==> src/rtl/matmul_mem_master_if.sv <==
// Control handshake and main-memory port of the matrix-multiply bus master.
interface matmul_mem_master_if;
    logic        start;
    logic        busy;
    logic        done;
    logic        memread;
    logic        memwrite;
    logic [31:0] address;
    logic [31:0] data_out;
    logic [31:0] data_in;

    modport master (
        input  start, data_in,
        output busy, done, memread, memwrite, address, data_out
    );

    modport slave (
        output start, data_in,
        input  busy, done, memread, memwrite, address, data_out
    );
endinterface

==> src/rtl/matmul_mem_master.sv <==
// Computes C = A x B (NxN signed 32-bit words) over a zero-wait memory port.
// Define MATMUL_SAT_EN for saturating accumulation; default wraps modulo 2^32.
module matmul_mem_master #(
    parameter int unsigned N      = 3,
    parameter logic [31:0] A_BASE = 32'h0000_0200,
    parameter logic [31:0] B_BASE = 32'h0000_0300,
    parameter logic [31:0] C_BASE = 32'h0000_0100
) (
    input  logic                 clk,
    input  logic                 rst_n,
    matmul_mem_master_if.master  bus
);
    localparam int unsigned    CW   = (N > 1) ? $clog2(N) : 1;
    localparam logic [CW-1:0]  LAST = CW'(N - 1);

    typedef enum logic [2:0] {IDLE, RD_A, RD_B, WR, DONE} state_e;

    state_e        state_q, state_d;
    logic [CW-1:0] i_q, i_d, j_q, j_d, k_q, k_d;
    logic [31:0]   acc_q, acc_d, a_q, a_d;
    logic [31:0]   acc_upd;
    logic [31:0]   idx_a, idx_b, idx_c;

    always_comb begin
        idx_a = 32'(N) * 32'(i_q) + 32'(k_q);
        idx_b = 32'(N) * 32'(k_q) + 32'(j_q);
        idx_c = 32'(N) * 32'(i_q) + 32'(j_q);
    end

`ifdef MATMUL_SAT_EN
    logic [63:0] prod;
    logic [31:0] prod_c;
    logic [32:0] sum;

    // Product clamped to 32 bits first, then the 33-bit sum clamped again.
    always_comb begin
        prod = {{32{a_q[31]}}, a_q} * {{32{bus.data_in[31]}}, bus.data_in};
        if (prod[63:31] == '0 || prod[63:31] == '1)
            prod_c = prod[31:0];
        else
            prod_c = prod[63] ? 32'h8000_0000 : 32'h7FFF_FFFF;
        sum = {acc_q[31], acc_q} + {prod_c[31], prod_c};
        if (sum[32] != sum[31])
            acc_upd = sum[32] ? 32'h8000_0000 : 32'h7FFF_FFFF;
        else
            acc_upd = sum[31:0];
    end
`else
    // Low word of the signed 64-bit product equals the unsigned low word.
    always_comb acc_upd = acc_q + a_q * bus.data_in;
`endif

    always_ff @(posedge clk or negedge rst_n) begin
        if (!rst_n) begin
            state_q <= IDLE;
            i_q     <= '0;
            j_q     <= '0;
            k_q     <= '0;
            acc_q   <= '0;
            a_q     <= '0;
        end else begin
            state_q <= state_d;
            i_q     <= i_d;
            j_q     <= j_d;
            k_q     <= k_d;
            acc_q   <= acc_d;
            a_q     <= a_d;
        end
    end

    always_comb begin
        state_d      = state_q;
        i_d          = i_q;
        j_d          = j_q;
        k_d          = k_q;
        acc_d        = acc_q;
        a_d          = a_q;
        bus.busy     = 1'b1;
        bus.done     = 1'b0;
        bus.memread  = 1'b0;
        bus.memwrite = 1'b0;
        bus.address  = '0;
        bus.data_out = '0;
        unique case (state_q)
            IDLE: begin
                bus.busy = 1'b0;
                if (bus.start) begin
                    i_d     = '0;
                    j_d     = '0;
                    k_d     = '0;
                    acc_d   = '0;
                    state_d = RD_A;
                end
            end
            RD_A: begin
                bus.memread = 1'b1;
                bus.address = A_BASE + (idx_a << 2);
                a_d         = bus.data_in;
                state_d     = RD_B;
            end
            RD_B: begin
                bus.memread = 1'b1;
                bus.address = B_BASE + (idx_b << 2);
                acc_d       = acc_upd;
                if (k_q == LAST) begin
                    state_d = WR;
                end else begin
                    k_d     = k_q + 1'b1;
                    state_d = RD_A;
                end
            end
            WR: begin
                bus.memwrite = 1'b1;
                bus.address  = C_BASE + (idx_c << 2);
                bus.data_out = acc_q;
                acc_d        = '0;
                k_d          = '0;
                if (j_q == LAST) begin
                    if (i_q == LAST) begin
                        state_d = DONE;
                    end else begin
                        j_d     = '0;
                        i_d     = i_q + 1'b1;
                        state_d = RD_A;
                    end
                end else begin
                    j_d     = j_q + 1'b1;
                    state_d = RD_A;
                end
            end
            DONE: begin
                bus.done = 1'b1;
                state_d  = IDLE;
            end
            default: state_d = IDLE;
        endcase
    end
endmodule

==> src/flat_wrapper.sv <==
// flat-port wrapper written by rule: the top's interface ports become plain ports
module matmul_mem_master_flat 
#(
    parameter int unsigned N      = 3,
    parameter logic [31:0] A_BASE = 32'h0000_0200,
    parameter logic [31:0] B_BASE = 32'h0000_0300,
    parameter logic [31:0] C_BASE = 32'h0000_0100
)
  (clk, rst_n, bus_start, bus_data_in, bus_busy, bus_done, bus_memread, bus_memwrite, bus_address, bus_data_out);
  matmul_mem_master_if bus_i ();
  input  logic clk;
  input  logic rst_n;
  input wire logic [$bits(bus_i.start)-1:0] bus_start;
  input wire logic [$bits(bus_i.data_in)-1:0] bus_data_in;
  output wire logic [$bits(bus_i.busy)-1:0] bus_busy;
  output wire logic [$bits(bus_i.done)-1:0] bus_done;
  output wire logic [$bits(bus_i.memread)-1:0] bus_memread;
  output wire logic [$bits(bus_i.memwrite)-1:0] bus_memwrite;
  output wire logic [$bits(bus_i.address)-1:0] bus_address;
  output wire logic [$bits(bus_i.data_out)-1:0] bus_data_out;
  assign bus_i.start = bus_start;
  assign bus_i.data_in = bus_data_in;
  assign bus_busy = bus_i.busy;
  assign bus_done = bus_i.done;
  assign bus_memread = bus_i.memread;
  assign bus_memwrite = bus_i.memwrite;
  assign bus_address = bus_i.address;
  assign bus_data_out = bus_i.data_out;
  matmul_mem_master #(.N(N), .A_BASE(A_BASE), .B_BASE(B_BASE), .C_BASE(C_BASE)) u_core (.clk(clk), .rst_n(rst_n), .bus(bus_i));
endmodule
==> config.mk <==
export PLATFORM = sky130hd
export DESIGN_NAME = matmul_mem_master_flat
export DESIGN_NICKNAME = d
export VERILOG_FILES = /design/src/rtl/matmul_mem_master_if.sv /design/src/rtl/matmul_mem_master.sv /design/src/flat_wrapper.sv
export SDC_FILE = /design/constraint.sdc
export NUM_CORES = 1
export LEC_CHECK = 0
export BUFFER_PORTS_ARGS = -buffer_cell sky130_fd_sc_hd__buf_2
export CORE_UTILIZATION = 50
export CTS_CLUSTER_DIAMETER = 50
export DETAILED_ROUTE_END_ITERATION = 10
export PLACE_DENSITY = 0.67
export SETUP_SLACK_MARGIN = 0.5
export SYNTH_ARGS = -nofsm -noshare
export SYNTH_HDL_FRONTEND = slang
export SYNTH_SLANG_ARGS = --single-unit
==> constraint.sdc <==
create_clock -name clk -period 22 [get_ports clk]
set_input_delay 3.3 -clock clk [delete_from_list [all_inputs] [get_ports clk]]
set_output_delay 3.3 -clock clk [all_outputs]
set_load 0.03 [all_outputs]
==> flow_summary.toml, run 1 <==
[die]
die_area_um2 = 41500
dieWidth_um = 204
fp.coreArea_um2 = 39900
ios = 103
rows = 73
start_util = 0.510
die_y_um = 204

[cts]
clk_pin_slew_ps = 70
clockBufferDepth = 2
clkSinkCount = 73
cts_resized = 0
cts-root-buf = "clkbuf_16"
post_cts.repair.setup_buffers = 0
tritoncts = "built"
cts_hold_buf = 0
numCtsBuffers = 9
clk_latency_ps = 350
h-tree-depth = 3

[detailed_routing]
drtAntennaViolNets = 0
drc = 0
drt_iter0_markers = 862
routedWlPerCell_um = 19.3
wl_mm = 52.8
vias_per_cell = 5.34
dr.pass1.iters = 5
vias = 14600

[synthesis]
synth.top_cells.by_count = "inv_1 (507), fa_1 (441), and2_1 (319)"
synthFlopType = "dfrtp_1"
yosysMostFrequentCell = "inv_1"
yosys_warnings = 0
synth.area.top_cells = "fa_1 (43%), and2_1 (9.8%), inv_1 (9.4%)"
synth-seq-area-share = 0.0898
netlist_area_um2 = 20300
synth_top_cell_area_share = 0.434
synth_area_per_cell_um2 = 9.19
postSynthCellCount = 2214
synth_cell_types = 54
synth_edf_count = 0
yosysTopAreaCell = "fa_1"
synth-seq-cells = 73
ys_async_sr_fraction = 1.00

[final_layout]
finish.instance_area_um2 = 21300
n_fill_cell = 3598
area_growth_pct = 4.93
drive_gt1_frac = 0.0715
fin_nets = 2813

[placement]
gp_congestion = 0.957
place_hpwl_mm = 41.2
portBuffers = 77
dpl_cell_area_um2 = 21000
post-place-ws_ps = 11430

[timing]
holdWs_ps = 510
finalCriticalPeriod_ps = 10230
setup_tns_ps = 0
max_slew.worst_pin.slew_ps = 1170
clock_skew_ps = 7.62
drv_slew = 0
setup_violations = 0
rsz0062_at_grt = "false"
hold_viol = 0
period_share = 0.465
layout_setup_ws_ps = 11770
fmax_mhz = 97.7
slew_headroom = 0.220

[global_routing]
grt_pass1_vias = 15900
grt-ovfl-total = 0
grt_max_degree = 74
grt_first_pass_wirelength_mm = 86.5
track_usage = 0.273
antenna_found_initial = 3

[setup_path]
path_delay_family = "adder cells"
critPathLaunchType = "input pin"
cpMostUsedCell = "fa_1"
required_ps = 22240
crit_arrival_ps = 10480
reg2reg_slack_ps = 14200
crit_buf_inv = 7
endpoint_kind = "flop"
slowest_stage = "fa_1"
path_class = "input pin to flop"
cp_max_fo = 33
slowest_delay_ps = 550

[run_status]
status = "finished clean"

[worst_hold_path]
hp-class = "flop to flop"

[job]
max-cap-violations = 0
## final timing paths
check,startpoint,end,cells past startpoint
setup / recovery,bus_data_in[0],u_core.acc_q[31],25
hold / removal,u_core.acc_q[14],u_core.acc_q[14],2
setup reg to reg,u_core.a_q[10],u_core.acc_q[31],24
hold reg to reg,u_core.acc_q[14],u_core.acc_q[14],2
max in group asynchronous,rst_n,u_core.acc_q[13],1
min in group asynchronous,rst_n,u_core.a_q[26],1
## state kept, by name (all words and copies together), names as in the netlist
name            count
u_core.k_q          2
u_core.j_q          2
u_core.i_q          2
u_core.acc_q       32
u_core.state_q      3
u_core.a_q         32
## logic make-up (layout without fill, tap and decap cells)
family / after synthesis / count (layout) / synth area share
other: 1 / 26 / 0.000184
XOR/XNOR: 81 / 81 / 0.0356
flip-flops: 73 / 73 / 0.0898
buffers and inverters: 647 / 620 / 0.124
multiplexers: 35 / 35 / 0.0192
adder cells (fa/ha/maj): 572 / 572 / 0.515
AND/OR/NAND/NOR: 681 / 681 / 0.175
AO/OA/AOI/OAI: 124 / 124 / 0.0411
## worst register-to-register path, stage by stage (launching register included)
cell and delay (ps):
dfrtp_1 1090, and2_1 280, fa_1 450, fa_1 430, fa_1 550, inv_1 50
fa_1 490, inv_1 60, fa_1 500, inv_1 50, fa_1 530, inv_1 50
fa_1 480, inv_1 50, fa_1 490, inv_1 60, ha_1 360, a21oi_1 170
o21ai_0 90, a221oi_1 550, nor2_1 90, a211oi_1 360, a21oi_1 140, xnor2_1 150
a22o_1 170
## per-stage QoR
stage | util | instances
finish | 0.535 | 2737
global route | 0.535 | 2737
CTS | 0.535 | 2736
detailed placement | 0.526 | 2720
global placement | 0.526 | 2720
floorplan | - | 2238
## per-layer routing
| layer | track usage | wire (um) | vias to the layer above |
|---|---|---|---|
| li1 | - | - | 6394 |
| met1 | 0.372 | 22100 | 7595 |
| met2 | 0.448 | 25400 | 503 |
| met3 | 0.0289 | 3290 | 119 |
| met4 | 0.103 | 1990 | 0 |
| met5 | 0 | 0 | - |
## placed cells by master (no fill, tap or decap), drive strengths merged, types with 4 or more instances in the layout
| cell type | synthesis | final |
|---|---|---|
| a21o | 12 | 12 |
| xnor2 | 62 | 62 |
| o31ai | 7 | 7 |
| nand2b | 8 | 8 |
| o21bai | 4 | 4 |
| xor2 | 18 | 18 |
| buf | 31 | 97 |
| nand3 | 9 | 9 |
| mux2 | 32 | 32 |
| fa | 441 | 441 |
| nor2 | 30 | 30 |
| a22o | 8 | 8 |
| nand2 | 248 | 248 |
| inv | 507 | 508 |
| conb | 1 | 25 |
| or3 | 6 | 6 |
| nor3 | 8 | 8 |
| o21a | 6 | 6 |
| a21oi | 28 | 28 |
| dfrtp | 73 | 73 |
| o21ai | 34 | 34 |
| and3 | 34 | 34 |
| clkbuf | 109 | 10 |
| and2 | 319 | 319 |
| ha | 131 | 131 |
| nor2b | 8 | 8 |
## layout make-up
cell class | count | area [um2] | share of cell area
Multi-Input combinational cell | 1518 | 16100 | 0.754
Inverter | 507 | 1900 | 0.0892
Sequential cell | 73 | 1830 | 0.0856
Tap cell | 525 | 657 | 0.0308
Timing Repair Buffer | 97 | 538 | 0.0252
Clock buffer | 10 | 239 | 0.0112
Clock inverter | 6 | 90.1 | 0.00422
Antenna cell | 1 | 2.50 | 0.000117
Power of run 1 is left out: the tool's default activity adds up to more than one toggle a clock period on the data nets, which glitch-free logic cannot reach.
==> run 2: changes to the inputs <==
==> constraint.sdc (replaced) <==
create_clock -name clk -period 10.7 [get_ports clk]
set_input_delay 1.605 -clock clk [delete_from_list [all_inputs] [get_ports clk]]
set_output_delay 1.605 -clock clk [all_outputs]
set_load 0.03 [all_outputs]
==> flow_summary.toml, run 2 (synthesis gave the netlist of run 1 again) <==
[run_status]
status = "finished clean"

[timing]
rsz0062_at_grt = "false"
clock_skew_ps = 8.56
setup_violations = 0
fmax_mhz = 119
slew_headroom = 0.243
hold_viol = 0
max_slew.worst_pin.slew_ps = 1140
drv_slew = 0
setup_tns_ps = 0
finalCriticalPeriod_ps = 8400
period_share = 0.785

[cts]
clk_pin_slew_ps = 70
clockBufferDepth = 2
numCtsBuffers = 9
post_cts.repair.setup_buffers = 0
cts_hold_buf = 0
h-tree-depth = 3
cts_resized = 0
tritoncts = "built"
clk_latency_ps = 350
cts-root-buf = "clkbuf_16"
clkSinkCount = 73

[die]
ios = 103
fp.coreArea_um2 = 39900
die_area_um2 = 41500
dieWidth_um = 204
die_y_um = 204
rows = 73
start_util = 0.510

[placement]
portBuffers = 77
gp_congestion = 0.980
place_hpwl_mm = 41.4

[global_routing]
grt_max_degree = 74
antenna_found_initial = 2
grt-ovfl-total = 0
grt_pass1_vias = 15700
track_usage = 0.273
grt_first_pass_wirelength_mm = 86.6

[job]
max-cap-violations = 0

[setup_path]
cp_max_fo = 33
required_ps = 10950
path_class = "input pin to flop"
critPathLaunchType = "input pin"
endpoint_kind = "flop"
crit_arrival_ps = 8650

[detailed_routing]
wl_mm = 53.2
vias_per_cell = 5.28
drt_iter0_markers = 847
drtAntennaViolNets = 0
vias = 14400
routedWlPerCell_um = 19.4
drc = 0
dr.pass1.iters = 5

[final_layout]
fin_nets = 2813
drive_gt1_frac = 0.0715
area_growth_pct = 4.92
reg_top3 = "u_core.a_q x32, u_core.acc_q x32, u_core.state_q x3"
final_cell_mix = "inv_1 (507), fa_1 (441), and2_1 (319)"
layout_commonest_cell = "inv_1"

[worst_hold_path]
hp-class = "flop to flop"
## run 2: cell count changes in the layout (fill, tap and decap cells not counted)
| cell | change |
|---|---|
| clkbuf_8 | -1 |
| clkinv_2 | -1 |
| clkinvlp_4 | +1 |
| inv_6 | +1 |
## run 2: area by class of cell
| class | instances | area (um2) |
|---|---|---|
| antenna | 1 | 2.50 |
| multi-input combinational | 1518 | 16100 |
| timing repair buffer | 97 | 538 |
| clock inverter | 7 | 101 |
| tap | 525 | 657 |
| clock buffer | 9 | 225 |
| inverter | 507 | 1900 |
| fill | 3642 | 18600 |
| sequential | 73 | 1830 |
## run 2: path summary, 6_finish.rpt
check,from,endpoint,slack (ps),cells after the start
max,bus_data_in[0],u_core.acc_q[27],2300,24
min,u_core.acc_q[13],u_core.acc_q[13],510,2
max reg2reg,u_core.a_q[10],u_core.acc_q[27],3020,23
min reg2reg,u_core.acc_q[13],u_core.acc_q[13],510,2
max in group asynchronous,rst_n,u_core.acc_q[18],8640,1
min in group asynchronous,rst_n,u_core.a_q[23],1410,1
## run 2: routing by layer
layer	wire length (um)	track usage	part of all wire
met1	22600	0.376	0.42
met2	26200	0.455	0.49
met3	3060	0.0300	0.058
met4	1380	0.0838	0.026
met5	0	0	0
## run 2: critical path, cell delays in order
cell and delay [ps]:
buf_2 510, and2_1 250, fa_1 450, fa_1 500
fa_1 510, inv_1 60, fa_1 530, inv_1 60
fa_1 500, inv_1 60, fa_1 530, inv_1 50
fa_1 480, inv_1 50, fa_1 480, inv_1 60
ha_1 360, a21oi_1 160, o21ai_0 90, a221oi_1 480
a21boi_2 120, o21a_1 200, or3_1 300, a32o_1 240
## run 2: metrics by stage
step	setup WS (ps)	hold WS, ps	utilization	instances	area (um2)
floorplan	2510	462	-	2238	20400
global placement	2010	491	0.526	2720	21000
detailed placement	1950	494	0.526	2720	21000
CTS	2310	508	0.535	2736	21300
global route	1870	524	0.535	2737	21300
finish	2300	510	0.535	2737	21300
Power of run 2 is left out for the same reason.
